`config.mk`:
```
export PLATFORM = sky130hd
export DESIGN_NAME = usb_rx_ctrl
export DESIGN_NICKNAME = d
export VERILOG_FILES = /design/src/rtl/usb_rx_ctrl.sv
export SDC_FILE = /design/constraint.sdc
export NUM_CORES = 1
export LEC_CHECK = 0
export ABC_AREA = 1
export ABC_CLOCK_PERIOD_IN_PS = 1700
export BUFFER_PORTS_ARGS = -buffer_cell sky130_fd_sc_hd__buf_2
export CAP_MARGIN = 20
export CORE_UTILIZATION = 52
export CTS_CLUSTER_DIAMETER = 120
export CTS_CLUSTER_SIZE = 40
export DETAILED_ROUTE_END_ITERATION = 10
export PLACE_DENSITY_LB_ADDON = 0.1
export SETUP_SLACK_MARGIN = 0.4
export SKIP_CTS_REPAIR_TIMING = 1
export SYNTH_ARGS = -nofsm -noshare
export SYNTH_HDL_FRONTEND = slang
export SYNTH_SLANG_ARGS = --single-unit
```
`constraint.sdc`:
```
create_clock -name clk -period 1.7 [get_ports clk]
set_clock_uncertainty 0.2 [all_clocks]
set_input_delay 0.085 -clock clk [delete_from_list [all_inputs] [get_ports clk]]
set_output_delay 0.085 -clock clk [all_outputs]
set_load 0.01 [all_outputs]
```
`src/rtl/usb_rx_ctrl.sv`:
```
// usb_rx_ctrl: USB receive sequencer (sync gate, NRZI decode, unstuff, EOP).
// Optional babble limit enabled by defining USB_RX_BABBLE_CHECK_EN.
module usb_rx_ctrl #(
    parameter int MAX_BYTES = 1027,
    parameter int IDLE_BITS = 8
) (
    input  logic        clk,
    input  logic        reset,
    input  logic        bit_strobe,
    input  logic [1:0]  line_state,
    input  logic        rx_enable,
    input  logic        sync_detected,
    output logic        det_reset,
    output logic        rx_active,
    output logic [7:0]  rx_data,
    output logic        rx_valid,
    output logic        rx_done,
    output logic        rx_error,
    output logic [1:0]  rx_err_code,
    output logic [10:0] byte_count
);

    typedef enum logic [2:0] {
        S_IDLE,
        S_WAIT_SYNC,
        S_DATA,
        S_EOP,
        S_ABORT
    } state_t;

    localparam logic [1:0] LS_SE0 = 2'b00;
    localparam logic [1:0] LS_J   = 2'b01;
    localparam logic [1:0] LS_K   = 2'b10;
    localparam logic [1:0] LS_SE1 = 2'b11;
    localparam int IW = $clog2(IDLE_BITS + 1);
    localparam logic [IW-1:0] IDLE_LAST = IW'(IDLE_BITS - 1);

    state_t          r_state;
    logic [1:0]      r_prev;
    logic [2:0]      r_ones;
    logic [2:0]      r_bits;
    logic [7:0]      r_shift;
    logic [1:0]      r_se0;
    logic [IW-1:0]   r_idle;
    logic            r_det;
    logic            r_active;
    logic [7:0]      r_data;
    logic            r_valid;
    logic            r_done;
    logic            r_error;
    logic [1:0]      r_code;
    logic [10:0]     r_count;

    logic            w_bit;
    logic [7:0]      w_byte;
    logic            w_babble;

    // NRZI: no transition means a 1; byte assembles LSB first from the top.
    assign w_bit  = (line_state == r_prev);
    assign w_byte = {w_bit, r_shift[7:1]};

`ifdef USB_RX_BABBLE_CHECK_EN
    assign w_babble = (r_count == 11'(MAX_BYTES));
`else
    assign w_babble = 1'b0;
`endif

    // Main sequencer; pulses default low and last exactly one clock.
    always_ff @(posedge clk) begin
        r_valid <= 1'b0;
        r_done  <= 1'b0;
        r_error <= 1'b0;
        if (reset) begin
            r_state  <= S_IDLE;
            r_prev   <= LS_K;
            r_ones   <= '0;
            r_bits   <= '0;
            r_shift  <= '0;
            r_se0    <= '0;
            r_idle   <= '0;
            r_det    <= 1'b1;
            r_active <= 1'b0;
            r_data   <= '0;
            r_code   <= '0;
            r_count  <= '0;
        end else if (!rx_enable) begin
            r_state  <= S_IDLE;
            r_det    <= 1'b1;
            r_active <= 1'b0;
        end else if (bit_strobe) begin
            unique case (r_state)
                S_IDLE: begin
                    r_state <= S_WAIT_SYNC;
                    r_det   <= 1'b0;
                end
                S_WAIT_SYNC: begin
                    if (sync_detected) begin
                        r_state  <= S_DATA;
                        r_active <= 1'b1;
                        r_prev   <= LS_K;
                        r_ones   <= '0;
                        r_bits   <= '0;
                        r_count  <= '0;
                        r_code   <= '0;
                    end
                end
                S_DATA: begin
                    if (line_state == LS_SE0) begin
                        r_state <= S_EOP;
                        r_se0   <= 2'd1;
                    end else if (line_state == LS_SE1) begin
                        r_state  <= S_ABORT;
                        r_det    <= 1'b1;
                        r_active <= 1'b0;
                        r_error  <= 1'b1;
                        r_code   <= 2'b10;
                        r_idle   <= '0;
                    end else begin
                        r_prev <= line_state;
                        if (r_ones == 3'd6) begin
                            if (w_bit) begin
                                r_state  <= S_ABORT;
                                r_det    <= 1'b1;
                                r_active <= 1'b0;
                                r_error  <= 1'b1;
                                r_code   <= 2'b01;
                                r_idle   <= '0;
                            end else begin
                                r_ones <= '0;
                            end
                        end else begin
                            r_shift <= w_byte;
                            r_ones  <= w_bit ? r_ones + 3'd1 : 3'd0;
                            r_bits  <= r_bits + 3'd1;
                            if (r_bits == 3'd7) begin
                                if (w_babble) begin
                                    r_state  <= S_ABORT;
                                    r_det    <= 1'b1;
                                    r_active <= 1'b0;
                                    r_error  <= 1'b1;
                                    r_code   <= 2'b11;
                                    r_idle   <= '0;
                                end else begin
                                    r_data  <= w_byte;
                                    r_valid <= 1'b1;
                                    if (r_count != 11'h7FF)
                                        r_count <= r_count + 11'd1;
                                end
                            end
                        end
                    end
                end
                S_EOP: begin
                    if (line_state == LS_SE0) begin
                        if (r_se0 != 2'd3)
                            r_se0 <= r_se0 + 2'd1;
                    end else if (line_state == LS_J &&
                                 r_se0 >= 2'd2 && r_bits == 3'd0) begin
                        r_state  <= S_IDLE;
                        r_det    <= 1'b1;
                        r_active <= 1'b0;
                        r_done   <= 1'b1;
                    end else begin
                        r_state  <= S_ABORT;
                        r_det    <= 1'b1;
                        r_active <= 1'b0;
                        r_error  <= 1'b1;
                        r_code   <= 2'b10;
                        r_idle   <= '0;
                    end
                end
                S_ABORT: begin
                    if (line_state == LS_J) begin
                        if (r_idle == IDLE_LAST) begin
                            r_state <= S_IDLE;
                            r_idle  <= '0;
                        end else begin
                            r_idle <= r_idle + 1'b1;
                        end
                    end else begin
                        r_idle <= '0;
                    end
                end
                default: begin
                    r_state <= S_IDLE;
                    r_det   <= 1'b1;
                end
            endcase
        end
    end

    assign det_reset   = r_det;
    assign rx_active   = r_active;
    assign rx_data     = r_data;
    assign rx_valid    = r_valid;
    assign rx_done     = r_done;
    assign rx_error    = r_error;
    assign rx_err_code = r_code;
    assign byte_count  = r_count;

endmodule

```
# Word-level counts from Yosys, hierarchy flattened
# Index checks and enable logic that the tools add are counted.
# Widths: inputs -> output; s select.
classes:
  n_eq_ne: 30
  n_reduce_logical: 26
  n_bitwise: 8
  addsub: 5
  order_cmp: 1
  muxes: 75
ops:
  columns: ["cell", "n"]
  rows:
  - ["$mux 11", 6]
  - ["$mux 3", 18]
  - ["$reduce_and 7->1", 5]
  - ["$mux 4", 8]
  - ["$ne 2x2->1 const B", 14]
  - ["$mux 2", 13]
  - ["$reduce_and 6->1", 4]
  - ["$pmux 11 s2", 1]
  - ["$mux 1", 19]
  - ["$reduce_and 9->1", 2]
  - ["$pmux 3 s5", 1]
  - ["$pmux 3 s2", 2]
  - ["$pmux 4 s3", 1]
  - ["$add 11x1->11 const B", 1]
  - ["$ne 11x11->1 const B", 1]
  - ["$eq 3x3->1 const B", 3]
  - ["$ne 3x3->1 const B", 3]
  - ["$ne 4x4->1 const B", 2]
  - ["$not 1->1", 8]
  - ["$pmux 2 s2", 2]
  - ["$reduce_and 8->1", 1]
  - ["$reduce_or 7->1", 1]
  - ["$add 3x1->3 const B", 2]
  - ["$eq 3x2->1 const B", 2]
  - ["20 further kinds", 25]
word_totals:
  word_cells: 160
  in_bits: 7
  reg_bits: 51

# Depth between registers and ports, before layout
# Gate-level depths: netlist of run 1.
logic_depth:
  depth_word: 7
  ltp_mapped: 11
  mapped_depth_nobuf: 11

# Worst setup path before layout of run 1
# Ideal clock, no wire load.
synth_path:
  path_kind: "register to register"
  startpoint: "register r_count[0], in the netlist byte_count[0]"
  endpoint: "register r_count[4], in the netlist byte_count[4]"
  t_required_ns: 1.430
  path_buffers: 0
  path_stages_with_launch: 10
  setup_slack_ns: -0.057
  t_arrival_ns: 1.487
  setup_time_ns: 0.070
  cell_sequence: "dfxtp_1 > ha_1 > nand3_1 > nor2_1 > nand3_1 > nand2_1 > nand2_1 > nand2_1 > nand2_1 > a21oi_1"
synth_via:
  elab_chain_len: 7
synth_lines:
  columns: ["item", "line_no", "source"]
  rows:
  - ["start, declared", "52", "logic [10:0] r_count;"]
  - ["start signal, assigned", "147", "r_count <= r_count + 11'd1;"]
  - ["$add 11x1->11", "147", null]
  - ["$mux 11", "146", "if (r_count != 11'h7FF)"]
  - ["$mux 11", "135", "if (r_bits == 3'd7) begin"]
  - ["$mux 11", "120", "if (r_ones == 3'd6) begin"]
  - ["$mux 11", "111", "end else if (line_state == LS_SE1) begin"]
  - ["$mux 11", "108", "if (line_state == LS_SE0) begin"]
  - ["$pmux 11 s2", "91", "unique case (r_state)"]
# Parallel ways exist; a longest one is shown, timed or not. The select of a mux whose other input is x is not followed.
# A chain may end at the register's enable or synchronous reset.

# Final worst setup path of run 1
layout_path:
  startpoint: "register r_state[1]"
  endpoint: "register r_state[2]"
layout_via:
  elab_chain_len: 3
layout_lines:
  columns: ["item", "line_no", "source"]
  rows:
  - ["start, declared", "38", "state_t r_state;"]
  - ["start signal, assigned", "74", "r_state <= S_IDLE;"]
  - ["start signal, assigned", "87", "r_state <= S_IDLE;"]
  - ["start signal, assigned", "93", "r_state <= S_WAIT_SYNC;"]
  - ["$eq 3x2->1 (tied with other cells)", "91", null]
  - ["$ne 4x4->1 (no source line) / $ne 2x2->1 (equally long branches)", null, null]
  - ["$reduce_and 7->1 (no source line)", null, null]
# Parallel ways exist; a longest one is shown, timed or not.

==> results of run 1 <==
## placed cells by master (no fill, tap or decap), drive strengths merged
cell,instances
nand3b,1
clkbuf,5
buf,83
bufinv,1
or2,3
ha,12
nand4,4
clkinv,1
nand2,114
o21ai,21
xnor2,3
o21bai,2
nor3b,2
a21oi,25
nor3,7
o211ai,2
xor2,1
nor2,81
a31oi,1
nand3,34
dfxtp,50
inv,49
a211oi,4
dlygate4sd3,2
## per-layer routing
| metal | track usage (%) | vias up | routed length (um) |
|---|---|---|---|
| met4 | 9.22 | 0 | 189 |
| met3 | 4.28 | 18 | 407 |
| li1 | - | 1518 | - |
| met1 | 34.7 | 1420 | 3590 |
| met2 | 39.4 | 108 | 4010 |
| met5 | 0 | - | 0 |
## layout make-up
| cell class | instances | area [um2] | area share (%) |
|---|---|---|---|
| Inverter | 48 | 188 | 4.69 |
| Timing Repair Buffer | 85 | 609 | 15.2 |
| Clock buffer | 5 | 68.8 | 1.72 |
| Clock inverter | 3 | 43.8 | 1.09 |
| Multi-Input combinational cell | 317 | 1980 | 49.5 |
| Sequential cell | 50 | 1020 | 25.6 |
| Tap cell | 70 | 87.6 | 2.19 |
## sequential cells by signal, indices dropped and copies added, names as in the netlist
name / count
byte_count: 11
det_reset: 1
r_bits: 3
r_idle: 4
r_ones: 3
r_prev: 2
r_se0: 2
r_shift: 7
r_state: 3
rx_active: 1
rx_data: 8
rx_done: 1
rx_err_code: 2
rx_error: 1
rx_valid: 1
## report_power, final
group | total (mW) | switching (mW) | internal (mW)
Sequential | 1.22 | 0.0282 | 1.19
Clock | 0.898 | 0.455 | 0.442
Combinational | 0.404 | 0.246 | 0.157
Total | 2.52 | 0.729 | 1.79
## worst reg2reg max path, stage by stage, from the launching register on
cell and delay, ns:
dfxtp_4 0.41, buf_6 0.12, nand2_8 0.06, nor2_4 0.26, nand3_2 0.15, nand2_1 0.11, inv_1 0.06, nand3_2 0.13
nand2_1 0.07, nand2_1 0.07, nor2_1 0.04
## metrics by stage
stage / area (um2) / instances / setup TNS [ns] / total power [mW]
6_report: 4000 / 578 / -0.861 / 2.52
2_1_floorplan: 2900 / 422 / 0 / 1.44
5_1_grt: 4000 / 578 / -3.50 / 2.60
4_1_cts: 3410 / 552 / -0.648 / 2.40
3_5_place_dp: 3300 / 544 / -0.0702 / 1.53
3_3_place_gp: 3300 / 544 / 0 / 1.52
## logic make-up (layout without fill, tap and decap cells)
| logic type | count (synthesis) | count (layout) |
|---|---|---|
| AOI/OAI and AO/OA | 55 | 55 |
| xor gates and xnor gates | 4 | 4 |
| adders and majority gates | 12 | 12 |
| buffers and inverters | 57 | 141 |
| DFF | 50 | 50 |
| and+or+nand+nor | 244 | 246 |
## final timing paths
path               from            end  slack (ns)  depth (start not counted)
max          r_state[1]     r_state[2]       -0.07                         10
max reg2reg  r_state[1]     r_state[2]       -0.07                         10
min               reset  byte_count[4]       0.001                          3
min reg2reg    r_se0[0]       r_se0[0]        0.26                          1
==> metrics.txt, run 1 <==
status complete, but fails checks; failing checks setup timing; DRT Pass-1 Iters 5; antenna cells 0; Mean Syn Cell Area 6.58 um2; Slowest Stage Delay on Critical Path 0.41 ns; CP max-delay cell dfxtp_4; Total GRT Usage 25.2%; clock latency on the worst-skew pair 0.31 ns; fraction of layout cells with a size suffix above 1 40.0%; Worst Slack Setup Final -0.0713 ns; CP Buf/Inv Count 2; Synth area leader dfxtp_1; DP HPWL 4.92 mm; CP most frequent cell nand2_1; leakage power 1.78 nW; count leader, synth nand2_1; DR vias/cell 5.30; # DRC 0; prevailing post-synth register cell dfxtp_1; Row Count 26; first-pass GRT wire length 10.7 mm; multiplexer share of the synthesized area 0%; critical path fanouts, max 6; Routed WL 8.20 mm; CP top delay family simple AND/OR/NAND/NOR gates; Post-synth ARST share 0%; final hold vios 0; Worst VDD drop 0.000547 V; relative slew slack 72.1%; Post-Synth Adder-Cell Area 5.41%; Starting Density 54.0%; Slew Viols, Final 0; complex-gate fraction of the synthesized area 10.7%; vias in the first global route 2,390; Netlist cell types 27; Final period util 104%; global route overflow 0; Bufs on Longest Clock Path 2; synth cell count leaders 112 x nand2_1, 74 x nor2_1, 50 x dfxtp_1; core area 0.00514 mm2; I/O pin cnt 33; Setup crit start kind register; Nets 526; worst slew pin tran 0.418 ns; synthesized area 0.00278 mm2; Core Util, Final 77.8%; largest net degree at the start of global routing 18; H-tree Lvls 2; xor/xnor share of the synthesized area 1.26%; pre-CTS setup slack -0.0231 ns; Synth area leaders dfxtp_1 36%, nand2_1 15%, nor2_1 10%; maxcap violations 0; Vias 3,064; CP required 1.71 ns; Pwr per Cell Area 630 mW/mm2; HP Class in -> reg; Clock Sink Count 50; FILL cells 376; Die Wd 75.1 um; cts bufs inserted 5; kind of critical path reg -> reg; initial antenna violation count 0; largest family of logic cells by synthesized area simple AND/OR/NAND/NOR gates; crit end category register; WHS 0.00134 ns; Synth Net Count 441; Reg clk slew, reported paths 0.11 ns; RSZ-0062 raised after global routing yes; die area 0.00564 mm2; placer's final routability congestion estimate 1.00; CTS tree done; IO Port Bufs 32; part of the Yosys area used for sequential elements 36.0%; Post-synth EDFFs 0; DR iter-0 viols 200; post-synthesis register bit count 50; WL/cell 14.2 um; Final ANT Viol Nets 0; Post-Synth Simple-Gate Area 38.3%; Yosys top cell area share 36.0%; Clock Tree Root clkbuf_8; Max Fclk 565 MHz; CP cell instances buf_6, nand2_8, nor2_4, nand3_2, nand2_1, inv_1, nand3_2, nand2_1, nand2_1, nor2_1; synthesized instance count 422; die span in y 75.1 um; area delta synth->final 44.1%; crit path DAT 1.79 ns; Finish-stage setup viols 22; min Tclk post-route 1.77 ns; Ys Warns 0
Power figures use the tool's default switching activity.
==> run 2, diff against run 1 <==
==> constraint.sdc (replaced) <==
create_clock -name clk -period 1.7 [get_ports clk]
set_clock_uncertainty 0.2 [all_clocks]
set_input_delay 0.34 -clock clk [delete_from_list [all_inputs] [get_ports clk]]
set_output_delay 0.34 -clock clk [all_outputs]
set_load 0.01 [all_outputs]
==> metrics.txt, run 2 (synthesized netlist as in run 1, its figures left out) <==
HP Class in -> reg; antenna cells 0; critical path fanouts, max 8; Slew Viols, Final 0; pre-CTS setup slack -0.233 ns; area of the multi-input gates 0.00193 mm2; cts bufs inserted 5; Clock Sink Count 50; Slowest Stage Delay on Critical Path 0.39 ns; Worst Slack Setup Final -0.165 ns; hold path depth 2; Finish-stage setup viols 28; largest net degree at the start of global routing 21; commonest cells after routing, fill and taps aside 100 x nand2_1, 61 x nor2_1, 47 x buf_4, 37 x inv_1, 30 x buf_6; min Tclk post-route 1.86 ns; CTS tree done; Row Count 26; failing checks setup timing; Routed WL 8.57 mm; R2R Path End byte_count[8]; initial antenna violation count 0; register area 0.00106 mm2; global route overflow 0; RSZ-0062 raised after global routing yes; placer's final routability congestion estimate 0.975; Pwr per Cell Area 597 mW/mm2; crit path DAT 1.90 ns; clock latency on the worst-skew pair 0.31 ns; Post-DP Area 0.00348 mm2; crit end category register; CP top delay family compound AO/OA/AOI/OAI gates; Starting Density 54.0%; maxcap violations 0; Clock Tree Root clkbuf_8; Nets 530; DRT Pass-1 Iters 5; Worst VDD drop 0.000518 V; r2r startpoint r_state[1]; Largest register FFs 11; relative slew slack 69.6%; DR iter-0 viols 182; Reg clk slew, reported paths 0.09 ns; fraction of layout cells with a size suffix above 1 41.8%; vias in the first global route 2,582; worst-case reg-to-reg path depth 8; FILL cells 353; CP max-delay cell o211ai_1; # DRC 0; H-tree Lvls 2; DP HPWL 5.42 mm; WL/cell 14.7 um; CP cell instances buf_2, inv_12, ha_4, o211ai_1, nand2_2, nor2_4, nand3_1, a21oi_1; die span in y 75.1 um; IO Port Bufs 32; die area 0.00564 mm2; Bufs on Longest Clock Path 2; Final period util 110%; Hold Path End r_idle[3]; Fin Setup TNS -1.46 ns; CP Buf/Inv Count 2; Inst Count DP 559; Die Wd 75.1 um; Final ANT Viol Nets 0; first-pass GRT wire length 11.4 mm; final hold vios 0; Setup crit start kind input pin; leakage power 1.81 nW; status complete, but fails checks; I/O pin cnt 33; kind of critical path in -> reg; Vias 3,104; most common cell after layout, fill and taps aside nand2_1; area delta synth->final 51.0%; Hold Crit Start reset; fin cells 582; DR vias/cell 5.33; Total GRT Usage 26.2%; CP required 1.73 ns; R2R Setup Slk -0.15 ns; core area 0.00514 mm2; Max Fclk 536 MHz; worst slew pin tran 0.454 ns; post-route cell area 0.00420 mm2
[run 2: cell count changes in the layout (fill, tap and decap cells not counted), moves of 6 or more]
cell,change
buf_4,+6
o21ai_1,+8
dfxtp_2,+19
o21ai_0,-8
nand2_1,+16
nand2_2,-13
buf_2,-23
dfxtp_1,-21
buf_6,+21
[run 2: layer usage]
layer	GRT usage [%]	vias up	part of all wire, %
met2	45.6	99	51
met1	32.3	1463	42
met5	0	-	0
li1	-	1525	-
met4	7.97	0	1.6
met3	5.62	17	5.4
[run 2: power by group]
group / leakage [nW] / switching [mW] / internal [mW]
Combinational: 1.33 / 0.236 / 0.166
Clock: 0.0591 / 0.432 / 0.450
Sequential: 0.421 / 0.0310 / 1.19
[run 2: worst max-delay path by stage]
stage,startpoint,to,slack (ns),cells past startpoint
2_1_floorplan,r_ones[0],rx_data[3],0.05,10
4_1_cts,r_state[2],r_ones[2],-0.05,10
3_5_place_dp,line_state[1],byte_count[3],-0.23,9
6_report,line_state[1],byte_count[8],-0.16,8
3_3_place_gp,line_state[1],byte_count[3],-0.16,9
5_1_grt,r_state[1],byte_count[8],-0.21,8
[run 2: per-stage QoR]
| stage | power, mW | utilization, % | hold slack, ns |
|---|---|---|---|
| after floorplan | 1.45 | - | 0.226 |
| after global placement | 1.56 | 67.8 | 0.236 |
| after detailed placement | 1.57 | 67.8 | 0.247 |
| after CTS | 2.43 | 70.0 | 0.119 |
| after global routing | 2.60 | 81.6 | 0.137 |
| final | 2.51 | 81.6 | 0.155 |
[run 2: area by class of cell]
cell class	count	share of cell area [%]
Multi-Input combinational cell	316	46.0
Sequential cell	50	25.2
Timing Repair Buffer	90	19.1
Inverter	48	4.83
Tap cell	70	2.09
Clock buffer	5	1.64
Clock inverter	3	1.13
==> run 3, diff against run 2 <==
--- a/config.mk
+++ b/config.mk
@@ -16,6 +16,7 @@
 export PLACE_DENSITY_LB_ADDON = 0.1
 export SETUP_SLACK_MARGIN = 0.4
 export SKIP_CTS_REPAIR_TIMING = 1
+export SKIP_LAST_GASP = 1
 export SYNTH_ARGS = -nofsm -noshare
 export SYNTH_HDL_FRONTEND = slang
 export SYNTH_SLANG_ARGS = --single-unit
==> metrics.txt, run 3 (synthesized netlist as in run 1, its figures left out) <==
WHS 0.145 ns; DP HPWL 5.42 mm; crit end category register; IO Port Bufs 32; kind of critical path reg -> reg; area delta synth->final 49.8%; Nets 530; die span in y 75.1 um; I/O pin cnt 33; antenna cells 0; final hold vios 0; core area 0.00514 mm2; maxcap violations 0; Clock Tree Root clkbuf_8; Core Util, Final 81.0%; Reg clk slew, reported paths 0.11 ns; leakage power 1.81 nW; crit path DAT 1.85 ns; Worst Slack Setup Final -0.120 ns; Clock Sink Count 50; Final period util 107%; most common cell after layout, fill and taps aside nand2_1; Routed WL 8.51 mm; worst slew pin tran 0.393 ns; DR iter-0 viols 203; Fin Setup TNS -0.632 ns; Slew Viols, Final 0; pre-CTS setup slack -0.233 ns; commonest cells after routing, fill and taps aside 100 x nand2_1, 61 x nor2_1, 48 x buf_4, 37 x inv_1, 26 x dfxtp_2; RSZ-0062 raised after global routing yes; Vias 3,129; Largest register FFs 11; die area 0.00564 mm2; H-tree Lvls 2; cts bufs inserted 5; fin cells 582; failing checks setup timing; status complete, but fails checks; Final ANT Viol Nets 0; post-route cell area 0.00416 mm2; CTS tree done; placer's final routability congestion estimate 0.975; Post-DP Area 0.00348 mm2; fraction of layout cells with a size suffix above 1 41.6%; critical path fanouts, max 8; min Tclk post-route 1.82 ns; WL/cell 14.6 um; DRT Pass-1 Iters 5; Pwr per Cell Area 602 mW/mm2; clock latency on the worst-skew pair 0.31 ns; Max Fclk 549 MHz; Starting Density 54.0%; global route overflow 0; # DRC 0; Row Count 26; Finish-stage setup viols 16; largest net degree at the start of global routing 21; DR vias/cell 5.38; relative slew slack 73.7%; Worst VDD drop 0.000488 V; HP Class in -> reg; Setup crit start kind register; Total GRT Usage 26.2%; Bufs on Longest Clock Path 2; Inst Count DP 559; vias in the first global route 2,582; initial antenna violation count 0; CP required 1.73 ns; Design Power 2.51 mW; Die Wd 75.1 um; first-pass GRT wire length 11.4 mm
-- run 3: layout make-up --
cell class,count,area (um2)
Inverter,48,203
Clock buffer,5,68.8
Fill cell,368,978
Multi-Input combinational cell,316,1920
Tap cell,70,87.6
Sequential cell,50,1060
Timing Repair Buffer,90,774
Clock inverter,3,47.5
-- run 3: path summary, 6_finish.rpt --
check	slack, ns	end	from	cells past startpoint
hold / removal	0.15	r_prev[1]	reset	3
hold reg to reg	0.27	rx_data[6]	r_shift[7]	2
setup / recovery	-0.12	byte_count[6]	r_state[1]	8
setup reg to reg	-0.12	byte_count[6]	r_state[1]	8
-- run 3: per-layer routing --
layer	track usage, %	part of all wire (%)	up-vias
met5	0	0	-
met4	7.97	1.7	0
met3	5.62	5.3	19
met2	45.6	52	124
met1	32.3	41	1456
li1	-	-	1530
-- run 3: power by group --
part | leakage [nW] | internal, mW | switching [mW]
sequential | 0.421 | 1.19 | 0.0307
clock | 0.0591 | 0.450 | 0.440
combinational | 1.33 | 0.161 | 0.234
total | 1.81 | 1.80 | 0.704
-- run 3: worst max-delay path, stage by stage (launching register included) --
cell     delay [ns]
dfxtp_4        0.37
inv_2          0.08
nor2_4         0.19
nand3_2        0.11
nand2_2        0.12
nand2_2        0.08
nor2_4         0.25
nand3_1        0.14
a21oi_1        0.19
